$ cat src/rtl/legv8_instr_encoder.sv
// LEGv8 program loader: accepts one fielded instruction per handshake, packs it into a
// 32-bit R/I/D/B/CB word and writes it to sequential instruction-memory addresses.
module legv8_instr_encoder #(
    parameter int ADDR_W    = 6,
    parameter int DEPTH     = 64,
    parameter int BASE_ADDR = 0
) (
    input  logic              clk,
    input  logic              rst,
    input  logic              clear,
    input  logic              in_valid,
    output logic              in_ready,
    input  logic [4:0]        op_sel,
    input  logic [4:0]        rd,
    input  logic [4:0]        rn,
    input  logic [4:0]        rm,
    input  logic [5:0]        shamt,
    input  logic [25:0]       imm,
    output logic              mem_we,
    output logic [ADDR_W-1:0] mem_addr,
    output logic [31:0]       mem_wdata,
    output logic [ADDR_W:0]   count,
    output logic              full,
    output logic              err,
    output logic [1:0]        err_code
);

    typedef enum logic [1:0] {S_IDLE, S_ENC, S_WR, S_FULL} state_t;

    localparam logic [ADDR_W-1:0] BASE_C  = ADDR_W'(BASE_ADDR);
    localparam logic [ADDR_W:0]   DEPTH_C = (ADDR_W + 1)'(DEPTH);

    localparam logic [1:0] CODE_OK    = 2'b00;
    localparam logic [1:0] CODE_ILLOP = 2'b01;
    localparam logic [1:0] CODE_RANGE = 2'b10;

    // Returns {error_code, word}; word is zero when the opcode is illegal.
    function automatic logic [33:0] encode_instr(
        input logic [4:0]  op,
        input logic [4:0]  f_rd,
        input logic [4:0]  f_rn,
        input logic [4:0]  f_rm,
        input logic [5:0]  f_shamt,
        input logic [25:0] f_imm
    );
        logic [31:0] w;
        logic [1:0]  c;
        logic        i_bad;
        logic        d_bad;
        logic        cb_bad;
        w      = 32'h0000_0000;
        c      = CODE_OK;
        i_bad  = (f_imm[25:12] != 14'd0);
        d_bad  = !((f_imm[25:8] == 18'h00000) || (f_imm[25:8] == 18'h3FFFF));
        cb_bad = !((f_imm[25:18] == 8'h00) || (f_imm[25:18] == 8'hFF));
        case (op)
            5'd0:  w = {11'b10001011000, f_rm, 6'd0, f_rn, f_rd};
            5'd1:  w = {11'b10001010000, f_rm, 6'd0, f_rn, f_rd};
            5'd2:  w = {11'b11001010000, f_rm, 6'd0, f_rn, f_rd};
            5'd3:  w = {11'b11010011011, 5'd0, f_shamt, f_rn, f_rd};
            5'd4:  w = {11'b11010011010, 5'd0, f_shamt, f_rn, f_rd};
            5'd5:  w = {11'b10101010000, f_rm, 6'd0, f_rn, f_rd};
            5'd6:  w = {11'b11001011000, f_rm, 6'd0, f_rn, f_rd};
            5'd7:  begin w = {10'b1001000100, f_imm[11:0], f_rn, f_rd}; c = i_bad ? CODE_RANGE : CODE_OK; end
            5'd8:  begin w = {10'b1001001000, f_imm[11:0], f_rn, f_rd}; c = i_bad ? CODE_RANGE : CODE_OK; end
            5'd9:  begin w = {10'b1101001000, f_imm[11:0], f_rn, f_rd}; c = i_bad ? CODE_RANGE : CODE_OK; end
            5'd10: begin w = {10'b1011001000, f_imm[11:0], f_rn, f_rd}; c = i_bad ? CODE_RANGE : CODE_OK; end
            5'd11: begin w = {10'b1101000100, f_imm[11:0], f_rn, f_rd}; c = i_bad ? CODE_RANGE : CODE_OK; end
            5'd12: begin w = {11'b11111000010, f_imm[8:0], 2'b00, f_rn, f_rd}; c = d_bad ? CODE_RANGE : CODE_OK; end
            5'd13: begin w = {11'b11111000000, f_imm[8:0], 2'b00, f_rn, f_rd}; c = d_bad ? CODE_RANGE : CODE_OK; end
            5'd14: w = {6'b000101, f_imm};
            5'd15: begin w = {8'b10110100, f_imm[18:0], f_rd}; c = cb_bad ? CODE_RANGE : CODE_OK; end
            5'd16: begin w = {8'b10110101, f_imm[18:0], f_rd}; c = cb_bad ? CODE_RANGE : CODE_OK; end
            default: c = CODE_ILLOP;
        endcase
        return {c, w};
    endfunction

    state_t            state_q, state_d;
    logic              in_ready_q, in_ready_d;
    logic              mem_we_q, mem_we_d;
    logic [ADDR_W-1:0] mem_addr_q, mem_addr_d;
    logic [31:0]       mem_wdata_q, mem_wdata_d;
    logic [ADDR_W:0]   count_q, count_d;
    logic              full_q, full_d;
    logic              err_q, err_d;
    logic [1:0]        err_code_q, err_code_d;
    logic [4:0]        op_q, op_d, rd_q, rd_d, rn_q, rn_d, rm_q, rm_d;
    logic [5:0]        shamt_q, shamt_d;
    logic [25:0]       imm_q, imm_d;
    logic [33:0]       enc_s;

    // Next-state and next-output computation for the loader FSM.
    always_comb begin
        state_d     = state_q;
        mem_we_d    = 1'b0;
        mem_addr_d  = mem_addr_q;
        mem_wdata_d = mem_wdata_q;
        count_d     = count_q;
        full_d      = full_q;
        err_d       = err_q;
        err_code_d  = err_code_q;
        op_d        = op_q;
        rd_d        = rd_q;
        rn_d        = rn_q;
        rm_d        = rm_q;
        shamt_d     = shamt_q;
        imm_d       = imm_q;
        enc_s       = encode_instr(op_q, rd_q, rn_q, rm_q, shamt_q, imm_q);
        case (state_q)
            S_IDLE: begin
                if (in_valid && in_ready_q) begin
                    op_d    = op_sel;
                    rd_d    = rd;
                    rn_d    = rn;
                    rm_d    = rm;
                    shamt_d = shamt;
                    imm_d   = imm;
                    state_d = S_ENC;
                end else begin
                    state_d = S_IDLE;
                end
            end
            S_ENC: begin
                if (enc_s[33:32] != CODE_OK) begin
                    // Only the first error is kept; later ones are dropped silently.
                    if (!err_q) begin
                        err_d      = 1'b1;
                        err_code_d = enc_s[33:32];
                    end else begin
                        err_d      = err_q;
                    end
                    state_d = S_IDLE;
                end else begin
                    mem_wdata_d = enc_s[31:0];
                    mem_we_d    = 1'b1;
                    state_d     = S_WR;
                end
            end
            S_WR: begin
                mem_addr_d = mem_addr_q + ADDR_W'(1);
                count_d    = count_q + (ADDR_W + 1)'(1);
                if (count_d == DEPTH_C) begin
                    full_d  = 1'b1;
                    state_d = S_FULL;
                end else begin
                    state_d = S_IDLE;
                end
            end
            S_FULL: state_d = S_FULL;
            default: state_d = S_IDLE;
        endcase
        in_ready_d = (state_d == S_IDLE);
    end

    // State and output registers; clear restarts exactly like rst.
    always_ff @(posedge clk) begin
        if (rst || clear) begin
            state_q     <= S_IDLE;
            in_ready_q  <= 1'b1;
            mem_we_q    <= 1'b0;
            mem_addr_q  <= BASE_C;
            mem_wdata_q <= 32'h0000_0000;
            count_q     <= '0;
            full_q      <= 1'b0;
            err_q       <= 1'b0;
            err_code_q  <= 2'b00;
            op_q        <= 5'd0;
            rd_q        <= 5'd0;
            rn_q        <= 5'd0;
            rm_q        <= 5'd0;
            shamt_q     <= 6'd0;
            imm_q       <= 26'd0;
        end else begin
            state_q     <= state_d;
            in_ready_q  <= in_ready_d;
            mem_we_q    <= mem_we_d;
            mem_addr_q  <= mem_addr_d;
            mem_wdata_q <= mem_wdata_d;
            count_q     <= count_d;
            full_q      <= full_d;
            err_q       <= err_d;
            err_code_q  <= err_code_d;
            op_q        <= op_d;
            rd_q        <= rd_d;
            rn_q        <= rn_d;
            rm_q        <= rm_d;
            shamt_q     <= shamt_d;
            imm_q       <= imm_d;
        end
    end

    assign in_ready  = in_ready_q;
    assign mem_we    = mem_we_q;
    assign mem_addr  = mem_addr_q;
    assign mem_wdata = mem_wdata_q;
    assign count     = count_q;
    assign full      = full_q;
    assign err       = err_q;
    assign err_code  = err_code_q;

endmodule

$ cat config.mk
export PLATFORM = sky130hd
export DESIGN_NAME = legv8_instr_encoder
export DESIGN_NICKNAME = d
export VERILOG_FILES = /design/src/rtl/legv8_instr_encoder.sv
export SDC_FILE = /design/constraint.sdc
export NUM_CORES = 1
export LEC_CHECK = 0
export CAP_MARGIN = 20
export CORE_ASPECT_RATIO = 0.5
export CORE_UTILIZATION = 50
export DETAILED_ROUTE_END_ITERATION = 7
export PLACE_DENSITY = 0.83
export SLEW_MARGIN = 40
export SYNTH_ARGS = -nofsm -noshare
export SYNTH_HDL_FRONTEND = slang
export SYNTH_SLANG_ARGS = --single-unit
$ cat constraint.sdc
create_clock -name clk -period 4.4 [get_ports clk]
set_clock_uncertainty 0.05 [all_clocks]
set_input_delay 0.66 -clock clk [delete_from_list [all_inputs] [get_ports clk]]
set_output_delay 0.66 -clock clk [all_outputs]
set_load 0.1 [all_outputs]
* Yosys cells after proc, flatten, opt, wreduce, memory -nomap -nowiden
Index checks and enable logic that the tools add are counted.
Storage, ports and cells: output and inout port bits 51, flip-flop bits (word level) 105
Operators by class: bitwise logic cells 3, add/sub/neg operators 2, multiplexer cells 10, reductions and logical operators 21, equality and inequality tests 22
Operators by type and width (number):
- $pmux W32 S17 | 1
- $eq A5 B4 Y1 const B | 8
- $eq A5 B3 Y1 const B | 4
- $eq A18 B18 Y1 const B | 1
- $logic_not A18 Y1 | 1
- $pmux W2 S4 | 2
- $reduce_bool A14 Y1 | 1
- $eq A5 B2 Y1 const B | 2
- $mux W2 | 5
- $eq A8 B8 Y1 const B | 1
- $logic_not A8 Y1 | 1
- $reduce_and A2 Y1 | 4
- $reduce_or A8 Y1 | 1
- $add A7 B1 Y7 const B | 1
- $eq A7 B7 Y1 const B | 1
- $add A6 B1 Y6 const B | 1
- $reduce_or A2 Y1 | 3
- $eq A5 B1 Y1 const B | 1
- $eq A5 B5 Y1 const B | 1
- $logic_not A5 Y1 | 1
- $reduce_or A5 Y1 | 1
- $eq A2 B2 Y1 const B | 2
- $logic_not A2 Y1 | 2
- $logic_or A1 B1 Y1 | 3
- other kinds (6) | 9

* Logic depth before layout (Yosys ltp)
word-level depth 8, gate-level depth with buffers 9

* Least setup slack after synthesis
No wires, ideal clock.
path kind flip-flop to flip-flop, start point reg count_q[0] (netlist: count[0]), end point reg in_ready_q (netlist: in_ready), buffers on the path 0, setup time 0.137 ns, setup slack 1.870 ns, data arrival time 2.343 ns, cell stages (with the launch flop) 7, cells stage by stage dfxtp_1 -> ha_1 -> xor2_1 -> nand4_1 -> a2111oi_2 -> o31a_1 -> o21ai_0
Between the ends: longest elaborated chain between the ends 5
RTL lines:
- from (decl) | RTL line 84 | logic [ADDR_W:0] count_q, count_d;
- from (signal assigned) | RTL line 180 | count_q <= count_d;
- $add A7 B1 Y7 | RTL line 142 | count_d = count_q + (ADDR_W + 1)'(1);
- $eq A7 B7 Y1 | RTL line 143 | if (count_d == DEPTH_C) begin
- $mux W2 | RTL line 143
- $pmux W2 S4 | RTL line 110 | case (state_q)
- $logic_not A2 Y1 | RTL line 153 | in_ready_d = (state_d == S_IDLE);
- to (signal assigned) | RTL line 176 | in_ready_q <= in_ready_d;
- to (decl) | RTL line 80 | logic in_ready_q, in_ready_d;
No other way between the ends. A chain may end at the register's enable or synchronous reset.

* Worst setup path in the final report
start point reg op_q[3], end point reg mem_wdata_q[2] (netlist: mem_wdata[2])
Between the ends: longest elaborated chain between the ends 6, elaborated cells on any way between the ends 26, classes of those cells eq/ne (16); mux (2); bitwise (1); reduce/logical (7)
RTL lines:
- from (decl) | RTL line 88 | logic [4:0] op_q, op_d, rd_q, rd_d, rn_q, rn_d, rm_q, rm_d;
- from (signal assigned) | RTL line 184 | op_q <= op_d;
- $eq A5 B4 Y1 (tied with other cells) | RTL line 56 | case (op)
- $reduce_or A8 Y1 (no line) (tied with other cells)
- $pmux W2 S4 | RTL line 56
- $reduce_bool A2 Y1 | RTL line 125 | if (enc_s[33:32] != CODE_OK) begin
- $not A1 Y1 (no line)
- $reduce_and A2 Y1 (no line)
- to (signal assigned) | RTL line 179 | mem_wdata_q <= mem_wdata_d;
- to (decl) | RTL line 83 | logic [31:0] mem_wdata_q, mem_wdata_d;
Several ways; a longest one is shown, not always the timed one.

==> impl_metrics.env <==
export IMPL_cts_resized=0
export IMPL_rows=25
export IMPL_min_period_ns=3.05
export IMPL_grt_remaining_overflow=0
export IMPL_area_growth_pct=22.4
export IMPL_nets=724
export IMPL_maxSlewViolCount=0
export IMPL_ys_top_cells_by_count="nand2_1 (146), dfxtp_1 (105), a21oi_1 (55), clkbuf_1 (31), nor2_1 (27)"
export IMPL_die_height_microns=72.4
export IMPL_pre_cts_ws_ns=1.27
export IMPL_clock_path_buffers=2
export IMPL_numPortBuffers=106
export IMPL_io_pins=107
export IMPL_clock_sinks=105
export IMPL_grt_total_usage_pct=27.8
export IMPL_rr_startpoint="op_q[3]"
export IMPL_firstDrtPassIters=8
export IMPL_cp_max_fo=22
export IMPL_hpwlAfterDp_mm=9.83
export IMPL_fin_util_pct=63.5
export IMPL_violations="DRC"
export IMPL_synthesis_area_sq_um=4950
export IMPL_fmax_mhz=328
export IMPL_synth_top_area_share_pct=42.4
export IMPL_drc=1
export IMPL_timing_hold_violations_final=0
export IMPL_h_tree_depth=3
export IMPL_synth_edf_count=0
export IMPL_via_per_inst=5.94
export IMPL_clk_latency_ns=0.35
export IMPL_post_cts_buffers=0
export IMPL_first_global_vias=4060
export IMPL_finalInstanceArea_sq_um=6060
export IMPL_finalWorstSetupSlack_ns=1.35
export IMPL_power_density_nw_per_um2=338
export IMPL_synth_ff_latch_count=105
export IMPL_numCtsBuffers=9
export IMPL_cts_hold_buffers_added=0
export IMPL_ant_nets=0
export IMPL_worstSetupEndpointType="flip-flop"
export IMPL_seq_area_frac_synth_pct=42.4
export IMPL_dpl_instance_area_sq_um=5760
export IMPL_die_w_microns=143
export IMPL_outcome="complete, but fails checks"
export IMPL_p_leak_nw=2.24
export IMPL_fin_hold_ws_ns=0.409
export IMPL_core_area_sq_um=9540
export IMPL_arrival_ns=3.20
export IMPL_wl_per_cell_microns=17.4
export IMPL_setup_tns_ns=0
export IMPL_clkTransAtPathRegs_ns=0.07
export IMPL_peakVddDrop_mv=0.213
export IMPL_clockRootBuffer="clkbuf_16"
export IMPL_grt_pass1_wl_mm=21.8
export IMPL_synth_most_common_cell="nand2_1"
export IMPL_crit_type="reg -> reg"
export IMPL_place_gp_congestion=0.929
export IMPL_tightestPinTransition_ns=0.799
export IMPL_dieArea_sq_um=10300
export IMPL_period_share_pct=69.3
export IMPL_postSynthAreaPerCell_sq_um=8.37
export IMPL_num_antenna_cells=0
export IMPL_start_kind="flip-flop"
export IMPL_min_path_type="reg -> reg"
export IMPL_routed_wl_mm=14.0
export IMPL_synth_top_area_cell="dfxtp_1"
export IMPL_rsz0062_at_grt="no"
export IMPL_synth_area_leaders="dfxtp_1 (42%), nand2_1 (11%), a21oi_1 (5.6%)"
export IMPL_cp_startpoint="op_q[3]"
export IMPL_ys_types=58
export IMPL_drv_cap=0
export IMPL_synth_ff_type="dfxtp_1"
export IMPL_finalSetupViolCount=0
export IMPL_worstPathRequired_ns=4.55
export IMPL_hp_start="shamt_q[4]"
export IMPL_syn_inst=592
export IMPL_drive_gt1_share_pct=14.2
export IMPL_first_iter_violations=585
export IMPL_relSlewSlack_pct=46.7
export IMPL_synth_fp_nets=651
export IMPL_antenna_found_initial=0
export IMPL_grt_max_degree=56
export IMPL_cts_tree="done"
export IMPL_ys_async_sr_fraction_pct=0
export IMPL_num_vias=4776
export IMPL_yosysWarnings=0
export IMPL_initial_core_util_pct=51.9
## power by group
part           internal, W  switching [W]
logic             0.000103       0.000173
registers         0.000974      0.0000329
clock network     0.000412       0.000352
total              0.00149       0.000558
## per-stage QoR
stage	total power, W	instances
global route	0.00212	804
finish	0.00205	804
CTS	0.00205	803
floorplan	0.00121	592
global placement	0.00130	788
detailed placement	0.00130	788
## layer usage
| metal | routed length [microns] | track usage (%) | vias to the layer above | part of all wire (%) |
|---|---|---|---|---|
| met1 | 6580 | 41.3 | 2267 | 47 |
| met2 | 5680 | 36.9 | 203 | 41 |
| met4 | 100 | 4.66 | 0 | 0.71 |
| met5 | 0 | 2.87 | - | 0 |
| met3 | 1630 | 11.4 | 14 | 12 |
| li1 | - | - | 2292 | - |
## worst paths after layout
kind / end / slack, ns / cells past startpoint
max: mem_wdata[2] / 1.35 / 5
min: shamt_q[4] / 0.41 / 2
max reg2reg: mem_wdata[2] / 1.35 / 5
min reg2reg: shamt_q[4] / 0.41 / 2
## placed cells by master, fill, tap and decap left out, drive strengths merged, types with 5 or more instances in the layout
cell / n
a211oi: 19
a21o: 6
a21oi: 55
a221oi: 19
a222oi: 10
a22oi: 12
a31o: 5
a32oi: 12
buf: 61
clkbuf: 11
clkdlybuf4s50: 55
dfxtp: 105
mux2i: 19
nand2: 146
nand3: 6
nand4: 8
nor2: 27
nor2b: 6
o21ai: 9
xnor2: 5
xor2: 8
## logic make-up (layout without fill, tap and decap cells)
family | count (synthesis) | after routing | share of synthesized area, %
simple gates | 223 | 223 | 19.7
compound gates | 171 | 171 | 25.7
fa+ha+maj | 4 | 4 | 0.960
mux | 19 | 19 | 3.84
xor+xnor | 13 | 13 | 2.30
flops | 105 | 105 | 42.4
buf+inv | 57 | 134 | 5.05
## layout make-up
class	count	area [sq um]
fillers	827	3480
multi-input cells	430	2610
well taps	135	169
inverters	3	11.3
clock buffers	11	253
repair buffers	116	885
clock inverters	4	28.8
flip-flops and latches	105	2100
## flip-flops by register name, summed over array words and instances (netlist names)
name / count
err_code: 2
rn_q: 5
rd_q: 5
shamt_q: 6
mem_we: 1
state_q: 2
rm_q: 5
err: 1
in_ready: 1
op_q: 5
mem_addr: 6
mem_wdata: 32
count: 7
full: 1
imm_q: 26
## critical path: stages, from the launching register on
cell	delay (ns)
dfxtp_1	0.80
nor2_1	0.28
a32o_2	0.50
a31oi_4	0.49
a22o_1	0.61
a211oi_1	0.16
(Power assumes the default switching activity.)
==> edit: new RTL, config.mk and constraints unchanged <==
The 4 states of `state_t` get a one-hot encoding in 4 bits.
--- a/src/rtl/legv8_instr_encoder.sv
+++ b/src/rtl/legv8_instr_encoder.sv
@@ -25,7 +25,7 @@
     output logic [1:0]        err_code
 );
 
-    typedef enum logic [1:0] {S_IDLE, S_ENC, S_WR, S_FULL} state_t;
+    typedef enum logic [3:0] {S_IDLE = 4'b0001, S_ENC = 4'b0010, S_WR = 4'b0100, S_FULL = 4'b1000} state_t;
 
     localparam logic [ADDR_W-1:0] BASE_C  = ADDR_W'(BASE_ADDR);
     localparam logic [ADDR_W:0]   DEPTH_C = (ADDR_W + 1)'(DEPTH);
Check against the original RTL: no difference found for any inputs over 4 cycles, from zero or initial values; so few cycles prove little.
==> edit against the unedited design <==
  * The flow still finishes with violations (design-rule violations)
  * Design area shrank 1.1%
  * Hold slack gained 1.4 ps
  * Fmax grew 1.6%
  * Worst setup slack gained 48 ps
  * Sequential cell count grew 2
  * Power shrank 2.0%
  * Via count shrank 0.63%
  * Wire length shrank 3.8%
  * Synthesized area shrank 1.7%
  * Largest power group unchanged
  * Highest routed layer unchanged
==> edit: results (changes against the unedited design) <==
----------------------------------------------------
[Outcome]
  Outcome ... complete, but fails checks
  Failing checks ... design-rule violations

[Layout]
  Filler Cell Count ... 820 (-0.85%)
  Ratio of cells with drive above 1 in the final layout ... 16.3% (+2.1 points)
  Net count of the finished layout ... 721 (-0.41%)

[Hold path]
  Worst min-delay path startpoint ... rn_q[0]
  Hold WC Path Type ... reg -> reg
  End point of the worst hold path ... rn_q[0]

[Routing]
  Met2 WL ... 5460 um (-3.9%)
  Number of DRC markers after the initial detailed-route iteration ... 592 (+1.2%)
  Final routed wirelength across all metal layers ... 13,500 um (-3.8%)
  DRC ... 22 (+21)
  Total number of vias ... 4,746 (-0.63%)
  WL met3 ... 1550 um (-5.1%)
  Metal-1 WL ... 6280 um (-4.6%)

[Global routing]
  Vias in the first global route ... 4,183 (+3.0%)
  Global-route met2 utilization ... 38.4% (+1.5 points)
  Largest net degree at the start of global routing ... 54 (-3.6%)
  First-pass GRT wire length ... 21,300 um (-2.3%)
  Met1 Use GR ... 39.3% (-2.1 points)
  Fraction of met3 tracks used by global routing ... 9.96% (-1.4 points)
  Total GRT Usage ... 27.2% (-0.63 points)

[Setup path]
  Internal reg-to-reg setup slack ... 1400 ps (+50 ps)
  Maximum cell stage delay along the critical path ... 670 ps (-130 ps)
  Critical path class ... reg -> reg
  Arrival time of data at the critical path endpoint ... 3190 ps (about the same)
  Endpoint of the lowest-slack register-to-register path ... mem_wdata[19]
  Delay-heaviest family, CP ... simple AND/OR/NAND/NOR gates

[Yosys]
  Synth Area in Adders ... 0.719% (-0.24 points)
  Number of distinct library cells after synthesis ... 56 (-3.4%)
  Leading post-synthesis cells by instance count ... 129 x nand2_1, 107 x dfxtp_1, 84 x a21oi_1, 36 x clkbuf_1, 35 x nor2_1
  Complex-gate fraction of the synthesized area ... 24.8% (-0.93 points)
  Synthesized-area fraction occupied by xor and xnor cells ... 1.62% (-0.68 points)
  Share of the yosys chip area belonging to registers ... 44.0% (+1.5 points)
  Post-synthesis mux area share ... 0.822% (-3.0 points)
  Number of nets produced by synthesis ... 646 (-0.77%)
  Most used flip-flop cell after synthesis ... dfxtp_1

[Place]
  Routability congestion estimate ... 0.955 (+2.7%)
  Worst-case setup slack after placement ... 1570 ps (+296 ps)
  Detailed placer's ending HPWL ... 9700 um (-1.3%)

[Clock network]
  Setup bufs post-CTS ... 0 (unchanged)
  TritonCTS Buffers ... 9 (unchanged)
  Worst-Skew Late Latency ... 350 ps (about the same)

[Pwr]
  Power Density ... 335 nW/um2 (-0.93%)
  Total leakage power ... 2.26 nW (+0.80%)
  Maximum VDD drop ... 226 uV (+6.1%)
  Combinational group power ... 215 uW (-22%)
  Clock network fraction of design power ... 38.6% (+1.3 points)

----------------------------------------------------
edit: stage by stage:
stage	instances	instance area, um2	hold slack, ps	power [mW]
floorplan	588	4870	383	1.16
global placement	785	5900	395	1.24
detailed placement	786	5680	402	1.25
CTS	802	5960	411	2.01
global route	803	5990	431	2.08
finish	803	5990	410	2.00
edit: worst max-delay path by stage:
stage                        start            end  slack, ps
final                      op_q[3]  mem_wdata[19]       1400
after global routing       op_q[3]   mem_wdata[5]       1230
after CTS                  op_q[3]  mem_wdata[20]       1550
after detailed placement     clear        rm_q[3]       1570
after global placement       clear      imm_q[19]       1620
after floorplan           count[0]       count[6]       2250
edit: layout make-up:
class / count / area share (%)
multi-input cells: 427 / 41.3
flip-flops and latches: 107 / 35.7
repair buffers: 114 / 15.1
clock buffers: 9 / 3.76
well taps: 135 / 2.82
clock inverters: 7 / 1.00
inverters: 4 / 0.251
